### src/rtl/ita_activation_feeder.sv
// Activation feeder: issues requantized vectors into the fixed-latency activation unit and collects results in order.
// Issue-to-capture LATENCY cycles, +1 to out_valid_o; in_ready_o is credit-gated so the stall-free pipeline never overruns the FIFO.

package ita_package;
  localparam int unsigned N  = 16;
  localparam int unsigned WI = 8;
  typedef logic [N-1:0][WI-1:0] requant_oup_t;
  typedef enum logic [1:0] {Identity = 2'd0, Gelu = 2'd1, Relu = 2'd2} activation_e;
endpackage

// Generic FIFO: registered pointers, show-ahead read data.
// Push and pop may coincide; caller guarantees no push on full and no pop on empty.
module ita_feeder_fifo #(
  parameter int unsigned WIDTH = 8,
  parameter int unsigned DEPTH = 8,
  localparam int unsigned AW = (DEPTH > 1) ? $clog2(DEPTH) : 1,
  localparam int unsigned CW = $clog2(DEPTH + 1)
) (
  input  logic             clk_i,
  input  logic             rst_ni,
  input  logic             push,
  input  logic [WIDTH-1:0] push_dat,
  input  logic             pop,
  output logic [WIDTH-1:0] pop_dat,
  output logic [CW-1:0]    count,
  output logic             empty
);

  logic [WIDTH-1:0] mem_q [DEPTH];
  logic [AW-1:0]    wr_ptr_q, rd_ptr_q;
  logic [CW-1:0]    count_q;

  function automatic logic [AW-1:0] next_ptr(input logic [AW-1:0] p);
    return (p == AW'(DEPTH - 1)) ? '0 : p + 1'b1;
  endfunction

  always_ff @(posedge clk_i or negedge rst_ni) begin
    if (!rst_ni) begin
      wr_ptr_q <= '0;
      rd_ptr_q <= '0;
      count_q  <= '0;
    end else begin
      if (push) wr_ptr_q <= next_ptr(wr_ptr_q);
      if (pop)  rd_ptr_q <= next_ptr(rd_ptr_q);
      case ({push, pop})
        2'b10:   count_q <= count_q + 1'b1;
        2'b01:   count_q <= count_q - 1'b1;
        default: count_q <= count_q;
      endcase
    end
  end

  // Storage needs no reset: an empty count hides stale entries.
  always_ff @(posedge clk_i) begin
    if (push) mem_q[wr_ptr_q] <= push_dat;
  end

  assign pop_dat = mem_q[rd_ptr_q];
  assign count   = count_q;
  assign empty   = (count_q == '0);

endmodule

module ita_activation_feeder
  import ita_package::*;
#(
  parameter int unsigned LATENCY    = 4,
  parameter int unsigned FIFO_DEPTH = 8
) (
  input  logic         clk_i,
  input  logic         rst_ni,
  input  logic         start_i,
  input  activation_e  activation_cfg_i,
  input  logic [15:0]  len_i,
  output logic         busy_o,
  output logic         done_o,
  input  logic         in_valid_i,
  output logic         in_ready_o,
  input  requant_oup_t in_data_i,
  output logic         act_calc_en_o,
  output logic         act_calc_en_q_o,
  output activation_e  act_activation_o,
  output activation_e  act_activation_q2_o,
  output requant_oup_t act_data_o,
  input  requant_oup_t act_data_i,
  output logic         out_valid_o,
  input  logic         out_ready_i,
  output requant_oup_t out_data_o,
  output logic         out_last_o
);

  localparam int unsigned OW = $clog2(FIFO_DEPTH + LATENCY + 1);
  localparam int unsigned CW = $clog2(FIFO_DEPTH + 1);
  localparam int unsigned IW = $clog2(LATENCY + 1);
  localparam int unsigned DW = $bits(requant_oup_t);

  typedef enum logic [1:0] {IDLE, RUN, DRAIN} state_e;

  state_e             state_q, state_d;
  activation_e        cfg_q;
  logic [15:0]        len_q, issued_q, pushed_q;
  logic [LATENCY-1:0] infl_q;
  logic               calc_q, done_q, done_d;
  logic               start_acc, issue, push, pop, push_last, head_last, fifo_empty;
  logic [CW-1:0]      fifo_count;
  logic [IW-1:0]      inflight;
  logic [OW-1:0]      occupied;
  logic               has_credit;
  logic [DW:0]        push_word, pop_word;

  // Credits cover every issued-but-unpopped result, so a capture always finds a free slot.
  always_comb begin
    inflight = '0;
    for (int i = 0; i < LATENCY; i++) inflight = inflight + IW'(infl_q[i]);
  end

  assign occupied   = OW'(fifo_count) + OW'(inflight);
  assign has_credit = (occupied < OW'(FIFO_DEPTH));

  assign start_acc  = (state_q == IDLE) && start_i;
  assign in_ready_o = (state_q == RUN) && (issued_q < len_q) && has_credit;
  assign issue      = in_valid_i && in_ready_o;
  assign push       = infl_q[LATENCY-1];
  assign push_last  = (pushed_q == len_q - 16'd1);
  assign pop        = out_valid_o && out_ready_i;

  always_comb begin
    state_d = state_q;
    done_d  = 1'b0;
    case (state_q)
      IDLE: begin
        if (start_i) begin
          if (len_i == 16'd0) done_d = 1'b1;
          else                state_d = RUN;
        end
      end
      RUN: begin
        if (issue && (issued_q == len_q - 16'd1)) state_d = DRAIN;
      end
      DRAIN: begin
        if (pop && head_last) begin
          done_d  = 1'b1;
          state_d = IDLE;
        end
      end
      default: state_d = IDLE;
    endcase
  end

  always_ff @(posedge clk_i or negedge rst_ni) begin
    if (!rst_ni) begin
      state_q  <= IDLE;
      done_q   <= 1'b0;
      calc_q   <= 1'b0;
      infl_q   <= '0;
      cfg_q    <= Identity;
      len_q    <= '0;
      issued_q <= '0;
      pushed_q <= '0;
    end else begin
      state_q <= state_d;
      done_q  <= done_d;
      calc_q  <= issue;
      infl_q  <= (infl_q << 1) | LATENCY'(issue);
      if (start_acc) begin
        cfg_q    <= activation_cfg_i;
        len_q    <= len_i;
        issued_q <= '0;
        pushed_q <= '0;
      end else begin
        if (issue) issued_q <= issued_q + 16'd1;
        if (push)  pushed_q <= pushed_q + 16'd1;
      end
    end
  end

  assign push_word = {push_last, act_data_i};

  ita_feeder_fifo #(
    .WIDTH (DW + 1),
    .DEPTH (FIFO_DEPTH)
  ) i_fifo (
    .clk_i    (clk_i),
    .rst_ni   (rst_ni),
    .push     (push),
    .push_dat (push_word),
    .pop      (pop),
    .pop_dat  (pop_word),
    .count    (fifo_count),
    .empty    (fifo_empty)
  );

  assign head_last  = pop_word[DW];
  assign out_valid_o = !fifo_empty;
  assign out_last_o  = !fifo_empty && head_last;
  assign out_data_o  = requant_oup_t'(pop_word[DW-1:0]);

  assign busy_o              = (state_q != IDLE);
  assign done_o              = done_q;
  assign act_calc_en_o       = issue;
  assign act_calc_en_q_o     = calc_q;
  assign act_data_o          = issue ? in_data_i : '0;
  assign act_activation_o    = busy_o ? cfg_q : Identity;
  assign act_activation_q2_o = busy_o ? cfg_q : Identity;

endmodule

### config.mk
export PLATFORM = sky130hd
export DESIGN_NAME = ita_activation_feeder
export DESIGN_NICKNAME = d
export VERILOG_FILES = /design/src/rtl/ita_activation_feeder.sv
export SDC_FILE = /design/constraint.sdc
export NUM_CORES = 1
export LEC_CHECK = 0
export ABC_CLOCK_PERIOD_IN_PS = 14200
export BUFFER_PORTS_ARGS = -buffer_cell sky130_fd_sc_hd__buf_2
export CAP_MARGIN = 20
export CORE_ASPECT_RATIO = 1.1
export CORE_MARGIN = 4
export CORE_UTILIZATION = 57
export CTS_BUF_LIST = sky130_fd_sc_hd__clkbuf_16
export DETAILED_ROUTE_END_ITERATION = 16
export GPL_ROUTABILITY_DRIVEN = 1
export MAX_ROUTING_LAYER = met4
export PLACE_DENSITY_LB_ADDON = 0.1
export SYNTH_ARGS = -nofsm -noshare
export SYNTH_HDL_FRONTEND = slang
export SYNTH_SLANG_ARGS = --single-unit
### constraint.sdc
create_clock -name clk_i -period 14.2 [get_ports clk_i]
set_clock_uncertainty 0.2 [all_clocks]
set_input_delay 0.71 -clock clk_i [delete_from_list [all_inputs] [get_ports clk_i]]
set_output_delay 0.71 -clock clk_i [all_outputs]
set_load 0.1 [all_outputs]
==> After elaboration in Yosys (flattened, before gate mapping) <==
Memories as Yosys holds them, arrays and structs flattened.
Index checks and enable logic that the tools add are counted.
{ "word_totals": {"wordCells": 75, "mem_bits_rw": 1032, "n_memories": 1, "input_bits": 279, "output_inout_bits": 267, "ff_bits": 68} }
{ "op_classes": {"n_bitwise": 1, "n_addsub": 11, "n_mux": 20, "order_cmp": 2, "eq_ne": 12, "reduce_logical": 17} }
{ "mem_list": {"columns": ["name", "words", "width", "rd", "rd_ports_with_merged_regs", "write_ports", "line_no", "source"], "rows": [
  ["i_fifo.mem_q", 8, 129, 1, 0, 1, "29", "logic [WIDTH-1:0] mem_q [DEPTH];"]
]} }
{ "ops": {"columns": ["op", "n"], "rows": [
  ["2-to-1 mux 128 bit", 1],
  ["2-to-1 mux 16 bit", 4],
  ["adder 16 x 1 -> 16 bit, second input constant", 2],
  ["== test 16 bit", 2],
  ["logical NOT 16 bit", 1],
  ["less-than comparator 16 bit", 1],
  ["subtractor 16 x 1 -> 16 bit, second input constant", 1],
  ["2-to-1 mux 2 bit", 5],
  ["logical AND 1 bit", 8],
  ["case mux 4 bit (2 select lines)", 1],
  ["nonzero test 2 bit", 4],
  ["adder 3 x 1 -> 3 bit, second input constant", 2],
  ["== test 3 bit, second input constant", 2],
  ["2-to-1 mux 3 bit", 2],
  ["inequality test 2 bit, second input constant", 3],
  ["case mux 2 bit (3 select lines)", 1],
  ["2-to-1 mux 1 bit", 5],
  ["adder 4 x 1 -> 4 bit, second input constant", 1],
  ["adder 4 x 3 -> 4 bit", 1],
  ["== test 2 x 1 -> 1 bit, second input constant", 2],
  ["== test 2 bit, second input constant", 2],
  ["logical NOT 4 bit", 1],
  ["less-than comparator 4 bit, second input constant", 1],
  ["OR 4 x 1 -> 4 bit", 1],
  ["9 further kinds", 9]
]} }

==> Logic depth before layout (Yosys ltp) <==
{ "logic_depth": {"ltp_word": 10, "depth_mapped": 11} }

==> By module <==
Synthesis repeated with hierarchy kept, for this count alone.
{ "unflattened": {"hier_cells": 2186, "hier_area_um2": 44654.1} }
{ "by_module_without_submodules": {"columns": ["mod", "cells_per_inst", "seq_area_each_um2", "area_each_um2", "instances"], "rows": [
  ["ita_feeder_fifo", 1546, 31240.0, 39547.9, 1],
  ["ita_activation_feeder", 640, 1426.4, 5106.1, 1]
]} }

==> Least setup slack after synthesis <==
Ideal clock, no wire load.
{ "synth_path": {"kind": "register -> register", "start": "reg infl_q[3]", "end": "mem i_fifo.mem_q[0][0] (netlist name) (enable)", "path_stages_with_launch": 4, "synth_period_minus_slack_ns": 10.544, "setup_ns": 0.775, "required_ns": 13.225, "path_slack_ns": 3.656, "arrival_ns": 9.569, "cell_sequence": "dfrtp_1 -> clkbuf_1 -> nand2b_1 -> nor3_1"} }
{ "synth_via": {"elab_chain_cells": 2} }
{ "synth_lines": {"columns": ["item", "line_no", "source"], "rows": [
  ["start, declared", "102", "logic [LATENCY-1:0] infl_q;"],
  ["start signal, assigned", "164", "infl_q <= (infl_q << 1) | LATENCY'(issue);"],
  ["2-to-1 mux 1 bit", "55", "if (push) mem_q[wr_ptr_q] <= push_dat;"],
  ["2-to-1 mux 1 bit (not written as such)", "55", null],
  ["end, declared", "29", null]
]} }
Every way passes these cells.

==> metrics.md <==
| Metric | Value |
|---|---|
| Leading area contributor after synthesis | edfxtp_1 |
| Syn_nets | approximately 2500 |
| Most instantiated cells after synthesis | 1032 x edfxtp_1, 258 x mux4_2, 133 x mux2_2 |
| FF-to-FF path depth | 8 |
| Max-slew headroom | roughly 28% |
| Die Y | approximately 300 um |
| Cells after DPL | 3663 |
| Sequential area share after synthesis | approximately 74% |
| Max cap viols | 0 |
| Cell family with most CP delay | simple AND/OR/NAND/NOR gates |
| Ranking of synthesized cells by area | edfxtp_1 70%, mux4_2 13%, dfrtp_1 3.8% |
| Crit Path Category | reg2out |
| Fin area | 51590 um2 |
| Final hold violations | 0 |
| CP Launch Type | flop |
| Ys async rst share | under 10% |
| CTS tree | done |
| Slowest cell on the critical path | and2_4 |
| Worst EP required | 13290 ps |
| Most numerous cell in the Yosys netlist | edfxtp_1 |
| Number of post-CTS setup repair buffers | 0 |
| Synth Area per Inst | just over 20 um2 |
| 1st-pass router iterations | 5 |
| # setup viols final | 0 |
| HPWL Detailed | 64.44 mm |
| Post-Syn Instances | about 2200 |
| CTS resizes | 0 |
| IO Pins | 546 |
| Inserted Clock Buffers | approximately 110 |
| Sink Count | approximately 1100 |
| Crit path capture type | primary output |
| Worst path max stage delay | 950 ps |
| RSZ-0062 raised after global routing | no |
| Final nets | 3058 |
| Vias in the first global route | roughly 24000 |
| Hold depth | 3 |
| RePlAce Congestion | between 0.9 and 1 |
| Critical-path cell list | fa_1 -> ha_1 -> a211oi_1 -> nor3_1 -> a2111oi_0 -> and2_4 -> and3_1 -> buf_2 |
| Post-Route WL | approximately 110 mm |
| WL per Instance | 27.10 um |
| Final Slew Violations | 0 |
| Share of cells above drive strength 1 | around 41% |
| Synth cell types | 64 |
| YS warnings | 0 |
| Hold Startpoint | activation_cfg_i[0] |
| First-pass GRT wire length | roughly 160 mm |
| Share of Yosys cell area claimed by the top area cell type | a little over two thirds |
| Dpl cell area | about 48000 um2 |
| Final Worst Setup Slack | between 8000 and 9000 ps |
| GRT Util Overall | about a quarter |
| Hold-fix buffers, CTS | 0 |
| DRC | 0 |
| Hold endpoint | cfg_q[0] |
| Post-Place Setup Slack | about 9000 ps |
| Worst Max-Slew Pin Slew | between 1000 and 1500 ps |
| # fillers | between 5000 and 6000 |
| Die area | just over 80000 um2 |
| Main synth FF type | edfxtp_1 |
| Grt total ovfl | 0 |
| Setup TNS | 0 ps |
| Worst-path clk slew | roughly 60 ps |
| WP depth | 8 |
| Worst-path fanout max | around 140 |
| Clk Tree Root Cell | clkbuf_16 |
| Netlist Area Pre-Place | 44190 um2 |
| Largest net degree at the start of global routing | 139 |
| Status | finished clean |
| Clock Latency Late Sink | 660 ps |
| Num rows | 106 |
| H-tree levels | 3 |
| Area delta synth->final | 16.75% |
| Antenna violation net count after detailed routing | 0 |
| Synth Register Bits | roughly 1100 |
| EDFF count, synth | between 1000 and 1500 |
| Final min period | between 5000 and 6000 ps |
| Input/output buffers | around 550 |
| FMAX | between 0.15 and 0.2 GHz |
| Initial antenna violation count | 41 |
| Routed vias/inst | roughly 6 |
| Initial drt markers | between 2000 and 2500 |
| Die Width | between 200 and 300 um |
| Worst Path Buf+Inv | 1 |
| Register-to-register setup slack | ~9700 ps |
| Final period utilization | between 40% and 50% |
| Hold Crit Class | in2reg |
| RR Startpoint | infl_q[3] |
| Initial Util | just under 60% |
| CORE AREA | 76390 um2 |
| Data arrival time of the worst path | between 5000 and 6000 ps |
| Finished Layout Cells | about 3900 |
| FF-to-FF End | state_q[0] |
| Clock buffer depth | 3 |
| Detailed-route via count | 23347 |
==> worst max path at each step <==
stage	from	end	slack, ps
2_1_floorplan	infl_q[3]	i_fifo.mem_q[0][0]	3660
3_3_place_gp	i_fifo.rd_ptr_q[0]	out_data_o[41]	9180
3_5_place_dp	infl_q[3]	act_data_o[89]	8990
4_1_cts	infl_q[3]	act_data_o[89]	8280
5_1_grt	infl_q[3]	act_data_o[89]	8010
6_report	infl_q[3]	act_data_o[89]	8280
==> cells in the final DEF, fill, tap and decap left out, drive strengths merged, types with 28 or more instances in the layout <==
cell	Yosys	layout
ha	28	28
mux4	258	258
xnor2	28	28
edfxtp	1032	1032
nor2	38	38
o21ai	31	31
dfrtp	67	67
nand2	59	59
mux2	133	133
clkinv	1	50
clkbuf	90	108
inv	29	56
buf	42	584
and3	131	131
==> metrics by stage <==
step | util, % | hold WS, ps
5_1_grt | 67.52 | 30.88
3_5_place_dp | 62.86 | 189.2
6_report | 67.53 | 46.97
4_1_cts | 67.35 | 6.171
2_1_floorplan | - | 154.5
3_3_place_gp | 62.86 | 175.1
==> registers in the layout, summed over array words and instances, names as in the netlist <==
name             flops
i_fifo.wr_ptr_q      3
i_fifo.count         4
issued_q            16
i_fifo.rd_ptr_q      3
cfg_q                2
state_q              2
infl_q               4
i_fifo.mem_q      1032
pushed_q            16
len_q               16
done_o               1
==> cell families (layout without fill, tap and decap cells) <==
| logic type | after synthesis | in the layout | share of synthesized area (%) |
|---|---|---|---|
| flops | 1099 | 1099 | 73.93 |
| other cells | 0 | 25 | 0 |
| compound gates | 102 | 102 | 1.484 |
| buf+inv | 162 | 812 | 1.464 |
| mux | 399 | 399 | 16.72 |
| fa+ha+maj | 30 | 30 | 0.8835 |
| simple gates | 349 | 349 | 4.522 |
| xor+xnor | 47 | 47 | 0.9968 |
==> metal layers <==
layer | share of wire, % | GRT usage, %
met4 | 2.1 | 6.616
met5 | 0 | -
met3 | 7.7 | 6.480
met2 | 50 | 41.62
met1 | 40 | 35.21
==> cell type report <==
cell class / count / area, um2 / area share (%)
Antenna cell: 25 / 62.56 / 0.1213
Clock buffer: 108 / 2703 / 5.239
Clock inverter: 90 / 723.2 / 1.402
Inverter: 30 / 112.6 / 0.2183
Multi-Input combinational cell: 927 / 10940 / 21.21
Sequential cell: 1099 / 32680 / 63.34
Tap cell: 1026 / 1284 / 2.488
Timing Repair Buffer: 584 / 3085 / 5.981
==> worst register-to-register path, stage by stage, from the launching register on <==
cell,delay [ps]
dfrtp_1,630
fa_1,500
ha_1,290
a211oi_1,310
nor3_1,100
a2111oi_0,760
and2_4,950
and4_1,470
a31oi_1,130
Power is left out: the tool's default activity adds up to more than one toggle a clock period on the data nets, which glitch-free logic cannot reach.
